===== config.mk =====
export PLATFORM = sky130hd
export DESIGN_NAME = screen_scanner
export DESIGN_NICKNAME = d
export VERILOG_FILES = /design/src/rtl/screen_pkg.sv /design/src/rtl/scan_timing.sv /design/src/rtl/screen_scanner.sv
export SDC_FILE = /design/constraint.sdc
export NUM_CORES = 1
export LEC_CHECK = 0
export CAP_MARGIN = 20
export CORE_ASPECT_RATIO = 0.9
export CORE_MARGIN = 2
export CORE_UTILIZATION = 52
export DETAILED_ROUTE_END_ITERATION = 6
export PLACE_DENSITY = 0.76
export SLEW_MARGIN = 20
export SYNTH_ARGS = -nofsm -noshare
export SYNTH_HDL_FRONTEND = slang
export SYNTH_HIERARCHICAL = 1
export SYNTH_SLANG_ARGS = --single-unit

===== constraint.sdc =====
create_clock -name clk -period 3.8 [get_ports clk]
set_input_delay 0.57 -clock clk [delete_from_list [all_inputs] [get_ports clk]]
set_output_delay 0.57 -clock clk [all_outputs]
set_load 0.02 [all_outputs]

===== src/rtl/screen_pkg.sv =====
`default_nettype none
// ============================================================================
// Module   : screen_pkg
// Purpose  : Screen-map geometry constants and scan look-ahead helper shared
//            by the video scan-out stage.
// Revision : 1.0  initial release
// ============================================================================
package screen_pkg;

    localparam int          SCREEN_WORDS  = 8192;
    localparam int          WORDS_PER_ROW = 32;
    localparam int          SCREEN_ROWS   = 256;
    localparam logic [15:0] SCREEN_BASE   = 16'h4000;
    localparam logic [15:0] KBD_ADR       = 16'h6000;

    localparam int          SCR_ADR_W     = 13;
    localparam int          PIX_PER_WORD  = 16;

    typedef struct packed {
        logic [15:0] h;
        logic [15:0] v;
    } scan_pos_t;

    // Raster position 'lead' clocks ahead of (h, v), wrapping line and frame.
    function automatic scan_pos_t look_ahead(input int h, input int v, input int lead,
                                             input int h_total, input int v_total);
        scan_pos_t p;
        int        hp;
        int        vp;
        hp = h + lead;
        vp = v;
        if (hp >= h_total) begin
            hp = hp - h_total;
            vp = (v == v_total - 1) ? 0 : v + 1;
        end
        p.h = 16'(hp);
        p.v = 16'(vp);
        return p;
    endfunction

endpackage
`default_nettype wire


===== src/rtl/scan_timing.sv =====
`default_nettype none
// ============================================================================
// Module   : scan_timing
// Purpose  : Raster h/v counters with display-enable, active-low syncs and a
//            frame-start pulse, all decoded directly from the counter registers.
// Revision : 1.0  initial release
// ============================================================================
module scan_timing #(
    parameter int H_ACTIVE = 512,
    parameter int H_FRONT  = 16,
    parameter int H_SYNC   = 48,
    parameter int H_BACK   = 64,
    parameter int V_ACTIVE = 256,
    parameter int V_FRONT  = 4,
    parameter int V_SYNC   = 4,
    parameter int V_BACK   = 16,
    parameter int H_W      = 10,
    parameter int V_W      = 9
) (
    input  logic           clk,
    input  logic           reset,
    output logic [H_W-1:0] o_h_cnt,
    output logic [V_W-1:0] o_v_cnt,
    output logic           o_de,
    output logic           o_hsync,
    output logic           o_vsync,
    output logic           o_frame_start
);

    localparam int c_H_TOTAL = H_ACTIVE + H_FRONT + H_SYNC + H_BACK;
    localparam int c_V_TOTAL = V_ACTIVE + V_FRONT + V_SYNC + V_BACK;

    logic [H_W-1:0] r_h_cnt;
    logic [V_W-1:0] r_v_cnt;

    // Reset parks two clocks before line 0 so its first word can prefetch.
    always_ff @(posedge clk) begin
        if (reset) begin
            r_h_cnt <= H_W'(c_H_TOTAL - 2);
            r_v_cnt <= V_W'(c_V_TOTAL - 1);
        end else if (r_h_cnt == H_W'(c_H_TOTAL - 1)) begin
            r_h_cnt <= '0;
            r_v_cnt <= (r_v_cnt == V_W'(c_V_TOTAL - 1)) ? '0 : r_v_cnt + 1'b1;
        end else begin
            r_h_cnt <= r_h_cnt + 1'b1;
        end
    end

    assign o_h_cnt       = r_h_cnt;
    assign o_v_cnt       = r_v_cnt;
    assign o_de          = (r_h_cnt < H_W'(H_ACTIVE)) && (r_v_cnt < V_W'(V_ACTIVE));
    assign o_hsync       = !((r_h_cnt >= H_W'(H_ACTIVE + H_FRONT)) &&
                             (r_h_cnt <  H_W'(H_ACTIVE + H_FRONT + H_SYNC)));
    assign o_vsync       = !((r_v_cnt >= V_W'(V_ACTIVE + V_FRONT)) &&
                             (r_v_cnt <  V_W'(V_ACTIVE + V_FRONT + V_SYNC)));
    assign o_frame_start = (r_h_cnt == '0) && (r_v_cnt == '0);

endmodule
`default_nettype wire


===== src/rtl/screen_scanner.sv =====
`default_nettype none
// ============================================================================
// Module   : screen_scanner
// Purpose  : Video scan-out: raster timing, one screen-word fetch per 16
//            pixels, LSB-first pixel serialiser. Optional frame counter is
//            built when SCREEN_FRAME_CNT_EN is defined.
// Revision : 1.0  initial release
// ============================================================================
module screen_scanner
    import screen_pkg::*;
#(
    parameter int H_ACTIVE = WORDS_PER_ROW * PIX_PER_WORD,
    parameter int H_FRONT  = 16,
    parameter int H_SYNC   = 48,
    parameter int H_BACK   = 64,
    parameter int V_ACTIVE = SCREEN_ROWS,
    parameter int V_FRONT  = 4,
    parameter int V_SYNC   = 4,
    parameter int V_BACK   = 16
) (
    input  logic                 clk,
    input  logic                 reset,
    output logic [SCR_ADR_W-1:0] scr_adr,
    input  logic [15:0]          scr_data,
    output logic                 pixel,
    output logic                 de,
    output logic                 hsync,
    output logic                 vsync,
    output logic                 frame_start
`ifdef SCREEN_FRAME_CNT_EN
    ,
    output logic [15:0]          frame_cnt
`endif
);

    localparam int c_H_TOTAL       = H_ACTIVE + H_FRONT + H_SYNC + H_BACK;
    localparam int c_V_TOTAL       = V_ACTIVE + V_FRONT + V_SYNC + V_BACK;
    localparam int c_H_W           = $clog2(c_H_TOTAL);
    localparam int c_V_W           = $clog2(c_V_TOTAL);
    localparam int c_WORDS_PER_ROW = H_ACTIVE / PIX_PER_WORD;
    // Clocks before a word's first pixel: address out, data capture, shift load.
    localparam int c_LEAD_ADR      = 3;
    localparam int c_LEAD_SAMPLE   = 2;
    localparam int c_LEAD_LOAD     = 1;

    logic [c_H_W-1:0]     w_h_cnt;
    logic [c_V_W-1:0]     w_v_cnt;
    logic                 w_de;
    logic                 w_frame_start;
    scan_pos_t            w_pos_adr;
    scan_pos_t            w_pos_smp;
    scan_pos_t            w_pos_load;
    logic                 w_adr_hit;
    logic                 w_smp_hit;
    logic                 w_load_hit;
    logic [SCR_ADR_W-1:0] w_adr_next;

    logic [SCR_ADR_W-1:0] r_scr_adr;
    logic [15:0]          r_next_word;
    logic [15:0]          r_shift;

    scan_timing #(
        .H_ACTIVE (H_ACTIVE),
        .H_FRONT  (H_FRONT),
        .H_SYNC   (H_SYNC),
        .H_BACK   (H_BACK),
        .V_ACTIVE (V_ACTIVE),
        .V_FRONT  (V_FRONT),
        .V_SYNC   (V_SYNC),
        .V_BACK   (V_BACK),
        .H_W      (c_H_W),
        .V_W      (c_V_W)
    ) u_timing (
        .clk           (clk),
        .reset         (reset),
        .o_h_cnt       (w_h_cnt),
        .o_v_cnt       (w_v_cnt),
        .o_de          (w_de),
        .o_hsync       (hsync),
        .o_vsync       (vsync),
        .o_frame_start (w_frame_start)
    );

    // True when the position is the first pixel of a visible word.
    function automatic logic word_start(input scan_pos_t p);
        return (int'(p.h) < H_ACTIVE) && (p.h[3:0] == 4'd0) && (int'(p.v) < V_ACTIVE);
    endfunction

    always_comb begin
        w_pos_adr  = look_ahead(int'(w_h_cnt), int'(w_v_cnt), c_LEAD_ADR, c_H_TOTAL, c_V_TOTAL);
        w_pos_smp  = look_ahead(int'(w_h_cnt), int'(w_v_cnt), c_LEAD_SAMPLE, c_H_TOTAL, c_V_TOTAL);
        w_pos_load = look_ahead(int'(w_h_cnt), int'(w_v_cnt), c_LEAD_LOAD, c_H_TOTAL, c_V_TOTAL);
        w_adr_hit  = word_start(w_pos_adr);
        w_smp_hit  = word_start(w_pos_smp);
        w_load_hit = word_start(w_pos_load);
        w_adr_next = SCR_ADR_W'(int'(w_pos_adr.v) * c_WORDS_PER_ROW +
                                int'(w_pos_adr.h) / PIX_PER_WORD);
    end

    always_ff @(posedge clk) begin
        if (reset) begin
            r_scr_adr   <= '0;
            r_next_word <= '0;
            r_shift     <= '0;
        end else begin
            if (w_adr_hit) begin
                r_scr_adr <= w_adr_next;
            end
            if (w_smp_hit) begin
                r_next_word <= scr_data;
            end
            if (w_load_hit) begin
                r_shift <= r_next_word;
            end else begin
                r_shift <= r_shift >> 1;
            end
        end
    end

    assign scr_adr     = r_scr_adr;
    assign pixel       = w_de & r_shift[0];
    assign de          = w_de;
    assign frame_start = w_frame_start;

`ifdef SCREEN_FRAME_CNT_EN
    logic [15:0] r_frame_cnt;

    always_ff @(posedge clk) begin
        if (reset) begin
            r_frame_cnt <= '0;
        end else if (w_frame_start) begin
            r_frame_cnt <= r_frame_cnt + 16'd1;
        end
    end

    assign frame_cnt = r_frame_cnt;
`endif

endmodule
`default_nettype wire


Yosys cells after proc, flatten, opt, wreduce, memory -nomap -nowiden
Index checks and enable logic that the tools add are counted.
- flip-flop bits (word level): 64
- input port bits: 18
- output and inout port bits: 18
- logic and storage cells: 66
- $add $sub $neg: 10
- $lt $le $gt $ge: 15
- equal/unequal tests: 3
- multiplexer cells: 10
- bitwise logic cells: 2
- reductions and logical operators: 19
- operator list (operator ; number):
    two-way mux 10 bit ; 5
    < comparator 16 x 10 -> 1 bit (second input constant) ; 3
    two-way mux 16 bit ; 3
    subtractor 11 x 10 -> 12 bit (second input constant) ; 3
    greater-or-equal comparator 11 x 10 -> 1 bit (second input constant) ; 3
    < comparator 16 x 9 -> 1 bit (second input constant) ; 2
    adder 10 x 2 -> 11 bit (second input constant) ; 2
    < comparator 10 bit (second input constant) ; 2
    equality test 9 bit (second input constant) ; 2
    < comparator 9 bit (second input constant) ; 2
    two-way mux 15 bit ; 1
    adder 13 x 12 -> 13 bit ; 1
    zero test 4 bit ; 3
    adder 10 x 1 -> 11 bit (second input constant) ; 1
    adder 10 x 1 -> 10 bit (second input constant) ; 1
    adder 9 x 1 -> 10 bit (second input constant) ; 1
    equality test 10 bit (second input constant) ; 1
    greater-or-equal comparator 10 bit (second input constant) ; 1
    logical AND 1 bit ; 10
    zero test 10 bit ; 1
    < comparator 10 x 9 -> 1 bit (second input constant) ; 1
    adder 9 x 1 -> 9 bit (second input constant) ; 1
    greater-or-equal comparator 9 bit (second input constant) ; 1
    zero test 9 bit ; 1
    other kinds (5) ; 7

Logic depth before layout (Yosys ltp)
Gate-level depths: netlist of run 1.
- word-level depth: 8
- gate-level depth with buffers: 19
- gate-level depth less buffers: 18

Modules after synthesis
The synthesis of run 1 kept the hierarchy.
- by module, submodules not included (module ; times used ; cells an instance ; area each (um^2) ; seq. area each (um^2)):
    screen_scanner ; 1 ; 306 ; 2792.7 ; 900.9
    scan_timing ; 1 ; 121 ; 1031.0 ; 380.4

Worst setup path after synthesis of run 1
No wires, ideal clock.
- path type: reg-to-reg
- from: register u_timing.r_h_cnt[1] (netlist: u_timing/o_h_cnt[1])
- to: register r_scr_adr[12] (netlist: scr_adr[12])
- library setup time: 0.128 ns
- arrival time: 3.492 ns
- data required time: 3.672 ns
- slack: 0.181 ns
- cell stages (with the launch flop): 20
- buffers on the path: 1
- period minus slack after synthesis: 3.619 ns
- cell sequence: dfxtp_1 > buf_2 > inv_1 > ha_1 > a21oi_2 > nor2_1 > xnor2_1 > ha_1 > nor2_1 > a22o_1 > a32oi_1 > nor2b_1 > ha_1 > o21a_1 > o21a_1 > o22ai_1 > xor2_1 > xnor2_1 > mux2i_1 > nor2_1
- cells in the longest elaborated chain, start to end: 6
- elaborated cells between the ends (all ways): 11
- classes of those cells: add/sub (3); order compare (3); mux (2); reduce/logical (3)
- RTL lines (item ; line ; source):
    from (decl) ; scan_timing.sv:33 ; logic [H_W-1:0] r_h_cnt;
    from (signal assigned) ; scan_timing.sv:39 ; r_h_cnt <= H_W'(c_H_TOTAL - 2);
    from (signal assigned) ; scan_timing.sv:45 ; r_h_cnt <= r_h_cnt + 1'b1;
    adder 10 x 2 -> 11 bit * ; screen_pkg.sv:30 ; hp = h + lead;
    subtractor 11 x 10 -> 12 bit / greater-or-equal comparator 11 x 10 -> 1 bit (equally long branches) ; screen_pkg.sv:33, screen_pkg.sv:32 ;
    two-way mux 16 bit ; screen_pkg.sv:32 ; if (hp >= h_total) begin
    < comparator 16 x 10 -> 1 bit / zero test 4 bit (equally long branches) ; screen_scanner.sv:86 ; return (int'(p.h) < H_ACTIVE) && (p.h[3:0] == 4'd0) && (int'(p.v) < V_ACTIVE);
    logical AND 1 bit (2 in a row) ; screen_scanner.sv:86 ;
    to (signal assigned) ; screen_scanner.sv:107 ; r_scr_adr <= w_adr_next;
    to (decl) ; screen_scanner.sv:58 ; logic [SCR_ADR_W-1:0] r_scr_adr;
Mark *: on every way between the ends. The rest lies on a longest branch, timed or not.
A chain may end at the register's enable or synchronous reset.

Worst setup path after layout of run 1
- from: register u_timing.r_h_cnt[1] (netlist: u_timing/o_h_cnt[1])
- to: register r_scr_adr[11] (netlist: scr_adr[11])
The elaborated chain is that of the path after synthesis.

==> results of run 1 <==
## area by class of cell
type	instances	area share
Clock buffer	9	0.0271
Sequential cell	64	0.280
Inverter	14	0.0115
Tap cell	93	0.0254
Multi-Input combinational cell	328	0.520
Timing Repair Buffer	55	0.108
Clock inverter	7	0.0274
## placed cells by master (no fill, tap or decap), drive strengths merged, types with 3 or more instances in the layout
| master | netlist | routed |
|---|---|---|
| nand2 | 27 | 27 |
| clkdlybuf4s50 | 0 | 34 |
| bufinv | 0 | 3 |
| o21ai | 16 | 16 |
| nor4 | 10 | 10 |
| nand3 | 20 | 20 |
| or3 | 3 | 3 |
| a31oi | 3 | 3 |
| mux2i | 47 | 47 |
| nor3 | 9 | 9 |
| xnor2 | 16 | 16 |
| xor2 | 9 | 9 |
| or4 | 3 | 3 |
| a21oi | 11 | 11 |
| o211ai | 5 | 5 |
| nor2 | 58 | 58 |
| and3 | 8 | 8 |
| buf | 15 | 21 |
| dfxtp | 64 | 64 |
| a21o | 4 | 4 |
| clkbuf | 6 | 9 |
| nand4 | 5 | 5 |
| inv | 14 | 17 |
| o21a | 5 | 5 |
| o31ai | 4 | 4 |
| nand2b | 5 | 5 |
| ha | 15 | 15 |
| and4 | 5 | 5 |
| and2 | 4 | 4 |
| a211oi | 3 | 3 |
| nand3b | 5 | 5 |
## cell families (layout without fill, tap and decap cells)
group | Yosys count | count (layout) | share of synthesized area
and+or+nand+nor | 171 | 171 | 0.246
AOI/OAI and AO/OA | 69 | 69 | 0.137
DFF | 64 | 64 | 0.335
muxes | 47 | 47 | 0.123
buffers and inverters | 35 | 85 | 0.0478
xor gates and xnor gates | 25 | 25 | 0.0573
adders and majority gates | 16 | 16 | 0.0543
## critical path, cell delays in order, from the launching register on
cell and delay, ns:
sky130_fd_sc_hd__dfxtp_1 0.40, sky130_fd_sc_hd__inv_1 0.08, sky130_fd_sc_hd__ha_1 0.23, sky130_fd_sc_hd__a21oi_2 0.17, sky130_fd_sc_hd__nor2_1 0.07, sky130_fd_sc_hd__xnor2_1 0.24, sky130_fd_sc_hd__ha_1 0.22, sky130_fd_sc_hd__inv_1 0.08
sky130_fd_sc_hd__a311o_1 0.26, sky130_fd_sc_hd__o211a_1 0.14, sky130_fd_sc_hd__ha_1 0.24, sky130_fd_sc_hd__fa_1 0.41, sky130_fd_sc_hd__a21o_1 0.19, sky130_fd_sc_hd__a21oi_2 0.18, sky130_fd_sc_hd__o21bai_1 0.11, sky130_fd_sc_hd__a21oi_2 0.16
sky130_fd_sc_hd__xnor2_1 0.07, sky130_fd_sc_hd__mux2i_1 0.12, sky130_fd_sc_hd__nor2_1 0.05
## metal layers
| metal | vias up | share of wire |
|---|---|---|
| met1 | 1578 | 0.44 |
| met4 | 0 | 0.017 |
| met2 | 87 | 0.50 |
| li1 | 1628 | - |
| met5 | - | 0 |
| met3 | 17 | 0.041 |
## stage by stage
step                      setup TNS, ns  setup WS [ns]   util  cells
after floorplan                       0          0.181      -    427
after global placement                0          0.290  0.608    554
after detailed placement              0          0.178  0.608    554
after CTS                             0          0.134  0.644    570
after global routing            -0.0145        -0.0145  0.647    570
final                                 0          0.249  0.647    570
## worst max-delay path by stage
stage                                         startpoint                       end  slack, ns  cells after the start
after floorplan           u_timing/o_h_cnt[1]$_SDFF_PP1_  scr_adr[12]$_SDFFE_PP0P_       0.18                     19
after global placement    u_timing/o_h_cnt[1]$_SDFF_PP1_  scr_adr[12]$_SDFFE_PP0P_       0.29                     18
after detailed placement  u_timing/o_h_cnt[1]$_SDFF_PP1_  scr_adr[12]$_SDFFE_PP0P_       0.18                     18
after CTS                 u_timing/o_h_cnt[1]$_SDFF_PP1_  scr_adr[12]$_SDFFE_PP0P_       0.13                     18
after global routing      u_timing/o_h_cnt[1]$_SDFF_PP1_  scr_adr[12]$_SDFFE_PP0P_      -0.01                     18
final                     u_timing/o_h_cnt[1]$_SDFF_PP1_  scr_adr[11]$_SDFFE_PP0P_       0.25                     18
## power groups by stage
stage          Clock, mW  Combinational, mW  Sequential [mW]
6_report           0.734               3.19            0.928
3_5_place_dp           0               3.07            0.938
3_3_place_gp           0               2.98            0.931
2_1_floorplan          0               2.34            0.969
5_1_grt            0.781               3.52            0.943
4_1_cts            0.749               3.11            0.925
## registers in the layout (all words and copies together), names as in the netlist
| register | count |
|---|---|
| r_next_word | 16 |
| u_timing/o_v_cnt | 9 |
| u_timing/o_h_cnt | 10 |
| scr_adr | 13 |
| r_shift | 16 |
==> results.txt, run 1 <==
The flow ran to the end, and the final reports show no timing, DRC or antenna violations. The number of top-level design ports came out at 36. The final count of pins violating max slew is 0. The async set-reset flop share out of synthesis is 0. From bottom edge to top edge, the die measures 85.4 um. The total power consumption of the routed design is 4.86 mW. For this run, global-route usage on met2 was measured as 0.405. The number of enable flip-flop cells after synthesis is 0. The worst register-to-register path has a depth of 18. TritonCTS built the clock tree. In the post-synthesis netlist, the cell with the most instances is sky130_fd_sc_hd__dfxtp_1. The global routing met1 resource utilization came out at 0.296. Subtracting the final worst setup slack from the clock period gives 3.55 ns. The number of gates resized after CTS was 0.

The worst slack on hold paths came out at 0.478 ns. The antenna violation net count after detailed routing came out at 0. The total routed wirelength is 9.05 mm. The critical path class is reg -> reg. The total internal power is between 2 and 3 mW. The register-to-register setup slack came out at approximately 0.25 ns. The number of vias per cell after detailed routing came out at about 5.8.

The number of storage elements in the synthesis netlist came out at 64. For this run, the total global-route usage over all layers was measured as 0.238. The final instance area is about 0.0046 mm2. Among all flip-flop cells after synthesis, the most frequent one is sky130_fd_sc_hd__dfxtp_1. The total setup buffers inserted after CTS came out at 0. At the pin with the least slew margin, the transition time is 0.542 ns. The number of global-route vias before repair is between 3k and 4k.

For this design, the sink count on the clock tree is 64. The start point of the worst hold path is r_shift[13]$_SDFF_PP0_. The total global routing overflow came out at 0.

The normalized max-slew margin came out at 0.639. The synthesized netlist net count came out at around 460. In this run, post-CTS hold repair placed 0 buffers. Of all nets on the critical path, the largest fanout is 5. No sink is reached through more buffers than the 2 on the longest clock path.

The total number of yosys warnings came out at 6. The number of levels in the clock H-tree came out at 3. In this run the critical register-to-register path is captured at scr_adr[11]$_SDFFE_PP0P_. The layer with the highest usage is met2.

The reg-to-reg critical path startpoint is u_timing/o_h_cnt[1]$_SDFF_PP1_. The number of CTS-inserted buffers is 9. The clock edge transition at the registers on the reported setup and hold paths is approximately 0.080 ns.

The synthesized area per cell is roughly 9 um2. Of the total power, combinational logic draws 0.658. Dividing the detail-routed wire length by the instance count gives between 15 and 20 um. The share of synthesized area occupied by flip-flops and latches is 0.335. The share of total power consumed by net switching is 0.459. Of the cells placed in the final design, the portion with a size suffix greater than 1 is 0.138.

The worst IR drop on VDD came out at a little under 900 uV. The largest net degree at the start of global routing is 55. The clock reaches the later pin of the worst-skew pair after roughly 0.35 ns.

The multi-input combinational cell area came out at 0.00238 mm2. The ratio of final minimum period to clock period is 0.934. The sum of net half-perimeters after detailed placement came out at ~6.3 mm. The core region area came out at just over 0.007 mm2. The final number of hold-violating endpoints is 0. The area taken by flip-flops and latches came out at roughly 0.0013 mm2. The wire length of the first global-routing pass came out at between 15 and 20 mm. Once placement finished, the instance area stood at roughly 0.0043 mm2. The reported leakage power came out at roughly 2.1 nW.

The instance count along the most critical hold path came out at 2. The DRC violation count after routing came out at 0. On the final layout, the worst clock skew is 0.00919 ns. The tightest min-delay check is of the reg -> reg type. The total number of nets in the final design is roughly 510. Sorting the synthesized cells by how often they occur yields 64 x sky130_fd_sc_hd__dfxtp_1, 58 x sky130_fd_sc_hd__nor2_1, 47 x sky130_fd_sc_hd__mux2i_1. The total iterations of the first detailed-routing run came out at 5. The relative contribution of the clock network to total power is 0.151. The die span in x is 94.4 um.

The post-synthesis cell type with the largest combined area is sky130_fd_sc_hd__dfxtp_1. The instance count of the mapped netlist is approximately 430. The starting density of the core came out at 0.540. STA classifies the critical path startpoint as a register. The final estimated routing congestion in global placement is a little under 1.

The initial antenna violation count was 0. The number of antenna diodes in the final layout is 0. The global routing met3 resource utilization is 0.0568. The vias after detailed routing is roughly 3.3k. By area the synthesized netlist is led by sky130_fd_sc_hd__dfxtp_1 34%, sky130_fd_sc_hd__mux2i_1 12%, sky130_fd_sc_hd__nor2_1 5.7%, sky130_fd_sc_hd__ha_1 4.9%, sky130_fd_sc_hd__xnor2_1 3.7%. The worst hold path terminates at r_shift[12]$_SDFF_PP0_. The top-area cell type share of the netlist area is 0.335.

The first-iteration detailed-routing DRC count came out at roughly 180. The number of port buffers came out at 35. The number of cell rows is 29. Of the total power, registers draw 0.191.

The net load switching power came out at 2.23 mW. STA classifies the critical path endpoint as a register. The count of cell types in the netlist came out at 68. The area overhead of the layout relative to synthesis is 19.6%. The count of final setup violators came out at 0. The max-cap check violation count is 0. The buffer cell driving the clock tree root is sky130_fd_sc_hd__clkbuf_8. In this run the cell area of the synthesized design comes to between 0.003 and 0.004 mm2.

The power density over the cells is roughly 1100 mW/mm2. Counting the fill cells in the layout gives 621. The required time at the worst-slack endpoint came out at roughly 4 ns. Timing would allow up to ~280 MHz. The overall die area came out at 0.00806 mm2. The data arrival time of the worst path is roughly 3.8 ns.
No activity file was read; power rests on OpenSTA's default activity.
==> run 2: changes to the inputs <==
--- a/config.mk
+++ b/config.mk
@@ -8,9 +8,11 @@
 export CAP_MARGIN = 20
 export CORE_ASPECT_RATIO = 0.9
 export CORE_MARGIN = 2
-export CORE_UTILIZATION = 52
+export CORE_UTILIZATION = 54
+export CTS_BUF_LIST = sky130_fd_sc_hd__clkbuf_4
 export DETAILED_ROUTE_END_ITERATION = 6
-export PLACE_DENSITY = 0.76
+export PLACE_DENSITY = 0.79
+export REMOVE_ABC_BUFFERS = 1
 export SLEW_MARGIN = 20
 export SYNTH_ARGS = -nofsm -noshare
 export SYNTH_HDL_FRONTEND = slang
==> results.txt, run 2 (synthesis gave the netlist of run 1 again) <==
The run finished with clean final reports. The starting density of the core is 0.549 (+0.00844). The total internal power is 2.46 mW (-6.4%). The final-layout fill cell count came out at 610 (-1.8%). The worst IR drop on VDD was 396 uV (-55%). The number of CTS-inserted buffers was 9 (unchanged).

The detailed-route wire length per cell came to 15.0 um (-5.4%). The final estimated routing congestion in global placement came to 0.908 (-5.8%). The number of cell rows came to 29 (unchanged).

The height of the chip is 83.8 um (-1.8%). The number of port buffers was 35 (unchanged). The wire length of the first global-routing pass came to 14.3 mm (-5.2%). The number of levels in the clock H-tree came out at 3 (unchanged). The clock latency on the worst-skew pair is 0.43 ns (+0.08 ns).

The total global-route track usage is 0.231 (-0.00685). The share of total power consumed by net switching is 0.468 (+0.00861). The vias after detailed routing came to 3279 (-0.94%). The worst setup path is of the reg -> reg kind. The final critical delay including setup and external delays came out at 3.60 ns (+0.0474 ns).

The number of vias per cell after detailed routing came to 5.74 (-1.1%). The total setup buffers inserted after CTS is 0 (unchanged). The power density over the cells is 1030 mW/mm2 (-3.2%). The first-iteration detailed-routing DRC count came out at 196 (+11%). The fraction of final layout cells sized beyond drive strength 1 came out at 0.136 (-0.00238). The ratio of final minimum period to clock period is 0.947 (+0.0125). The total iterations of the first detailed-routing run was 5 (unchanged). The type of the tightest min-delay check is reg -> reg. The total number of nets in the final design is 507 (+0.20%). The number of global-route vias before repair is 3125 (-2.6%). The required time at the worst-slack endpoint came out at 4.11 ns (+0.09 ns). The clock edge transition at the registers on the reported setup and hold paths came out at 0.13 ns (+0.05 ns). The count of final setup violators came out at 0 (unchanged). The antenna violation net count after detailed routing came out at 0 (unchanged).

STA classifies the critical path startpoint as a register. The largest fanout on the critical path is 5 (unchanged). The combinational power share is 0.678 (+0.020).

The setup TNS after final layout was 0 ns (unchanged). The total routed wirelength is 8.58 mm (-5.2%). The area overhead of the layout relative to synthesis is 17.5%.

The initial antenna violation count came out at 0 (unchanged). The share of total power in sequential cells came to 0.202 (+0.011). TritonCTS built the clock tree. The number of top-level design ports is 36 (unchanged). The number of buffers between clock root and the deepest sink came out at 2 (unchanged). The depth of the worst register-to-register path is 18 (unchanged).

The largest net degree at the start of global routing came out at 33 (-40%). The reported leakage power is 2.06 nW (-1.7%). The core region area came out at 0.00697 mm2 (-1.5%). The final clock skew is 0.0186 ns (+0.00944 ns). The final number of hold-violating endpoints is 0 (unchanged). The worst setup path is captured at a register.

The normalized max-slew margin is 0.680 (+0.0415). The total global routing overflow came out at 0 (unchanged). The final count of pins violating max slew was 0 (unchanged). The net load switching power came out at 2.16 mW (-3.1%).

The die span in x is 92.7 um (-1.8%). The slew at the pin closest to its max-slew limit is 0.476 ns (-0.0662 ns). The number of antenna diodes came out at 0 (unchanged). The clock sink count is 64 (unchanged).

The sum of net half-perimeters after detailed placement is 6.15 mm (-2.3%). The total power consumption of the routed design came to 4.62 mW (-4.9%). The achievable frequency is 278 MHz (-1.3%). The relative contribution of the clock network to total power is 0.120 (-0.031).

The data arrival time of the worst path is 3.91 ns (+0.14 ns). In the layout the commonest cells are 63 x sky130_fd_sc_hd__dfxtp_1, 58 x sky130_fd_sc_hd__nor2_1, 47 x sky130_fd_sc_hd__mux2i_1. The overall die area is 0.00777 mm2 (-3.5%). The instance count along the most critical hold path came out at 2 (unchanged). The DRC violation count after routing came to 0 (unchanged). CTS placed an instance of sky130_fd_sc_hd__clkbuf_4 at the clock tree root. The leading cell type in the layout, fill and taps excluded is sky130_fd_sc_hd__dfxtp_1. The max-cap check violation count came out at 0 (unchanged).
==> run 2: path summary, 6_finish.rpt <==
path | startpoint | end | slack, ns
min | r_shift[15]$_SDFF_PP0_ | r_shift[14]$_SDFF_PP0_ | 0.48
max reg2reg | u_timing/o_h_cnt[1]$_SDFF_PP1_ | scr_adr[11]$_SDFFE_PP0P_ | 0.20
min reg2reg | r_shift[15]$_SDFF_PP0_ | r_shift[14]$_SDFF_PP0_ | 0.48
max | u_timing/o_h_cnt[1]$_SDFF_PP1_ | scr_adr[11]$_SDFFE_PP0P_ | 0.20
==> run 2: power groups by stage <==
stage	sequential (mW)	clock (mW)	combinational, mW
finish	0.933	0.552	3.13
global route	0.952	0.594	3.48
CTS	0.928	0.566	3.09
detailed placement	0.943	0	3.07
global placement	0.937	0	2.96
floorplan	1.02	0	2.22
==> run 2: area by class of cell <==
cell class	instances	area, um2	share of cell area
clock buffers	9	67.6	0.0150
clock inverters	7	103	0.0228
inverters	14	52.6	0.0117
multi-input cells	328	2370	0.527
flip-flops and latches	64	1280	0.286
well taps	93	116	0.0259
repair buffers	56	503	0.112
==> run 2: layer usage <==
metal	GRT usage	routed length (um)	vias up	part of all wire
met5	0	0	-	0
met4	0.0695	108	0	0.013
met3	0.0687	468	13	0.055
met2	0.377	4110	90	0.48
met1	0.295	3890	1547	0.45
li1	-	-	1629	-
==> run 2: metrics by stage <==
step	instance area [um2]	worst slack [ns]	instances	util	hold WS, ns
floorplan	3690	0.0554	406	-	0.440
global placement	4310	0.275	555	0.619	0.449
detailed placement	4310	0.0846	555	0.619	0.457
CTS	4480	0.0841	571	0.643	0.483
global route	4490	-0.0141	571	0.645	0.497
finish	4490	0.202	571	0.645	0.479
==> run 2: timing repair <==
| item | 4_1_cts | 5_1_grt |
|---|---|---|
| setup endpoints to repair | 0 | 3 |
| hold buffers | 0 | 0 |
| resized for setup | 0 | 3 |
==> run 2: critical path, cell delays in order, from the launching register on <==
cell,delay (ns)
sky130_fd_sc_hd__dfxtp_2,0.40
sky130_fd_sc_hd__inv_1,0.08
sky130_fd_sc_hd__ha_1,0.22
sky130_fd_sc_hd__a21oi_2,0.15
sky130_fd_sc_hd__nor2_1,0.06
sky130_fd_sc_hd__xnor2_1,0.24
sky130_fd_sc_hd__ha_1,0.22
sky130_fd_sc_hd__inv_1,0.08
sky130_fd_sc_hd__a311o_1,0.27
sky130_fd_sc_hd__o211a_1,0.15
sky130_fd_sc_hd__ha_1,0.24
sky130_fd_sc_hd__fa_1,0.42
sky130_fd_sc_hd__a21o_1,0.18
sky130_fd_sc_hd__a21oi_1,0.23
sky130_fd_sc_hd__o21bai_1,0.09
sky130_fd_sc_hd__a21oi_1,0.17
sky130_fd_sc_hd__xnor2_1,0.08
sky130_fd_sc_hd__mux2i_1,0.14
sky130_fd_sc_hd__nor2_1,0.06
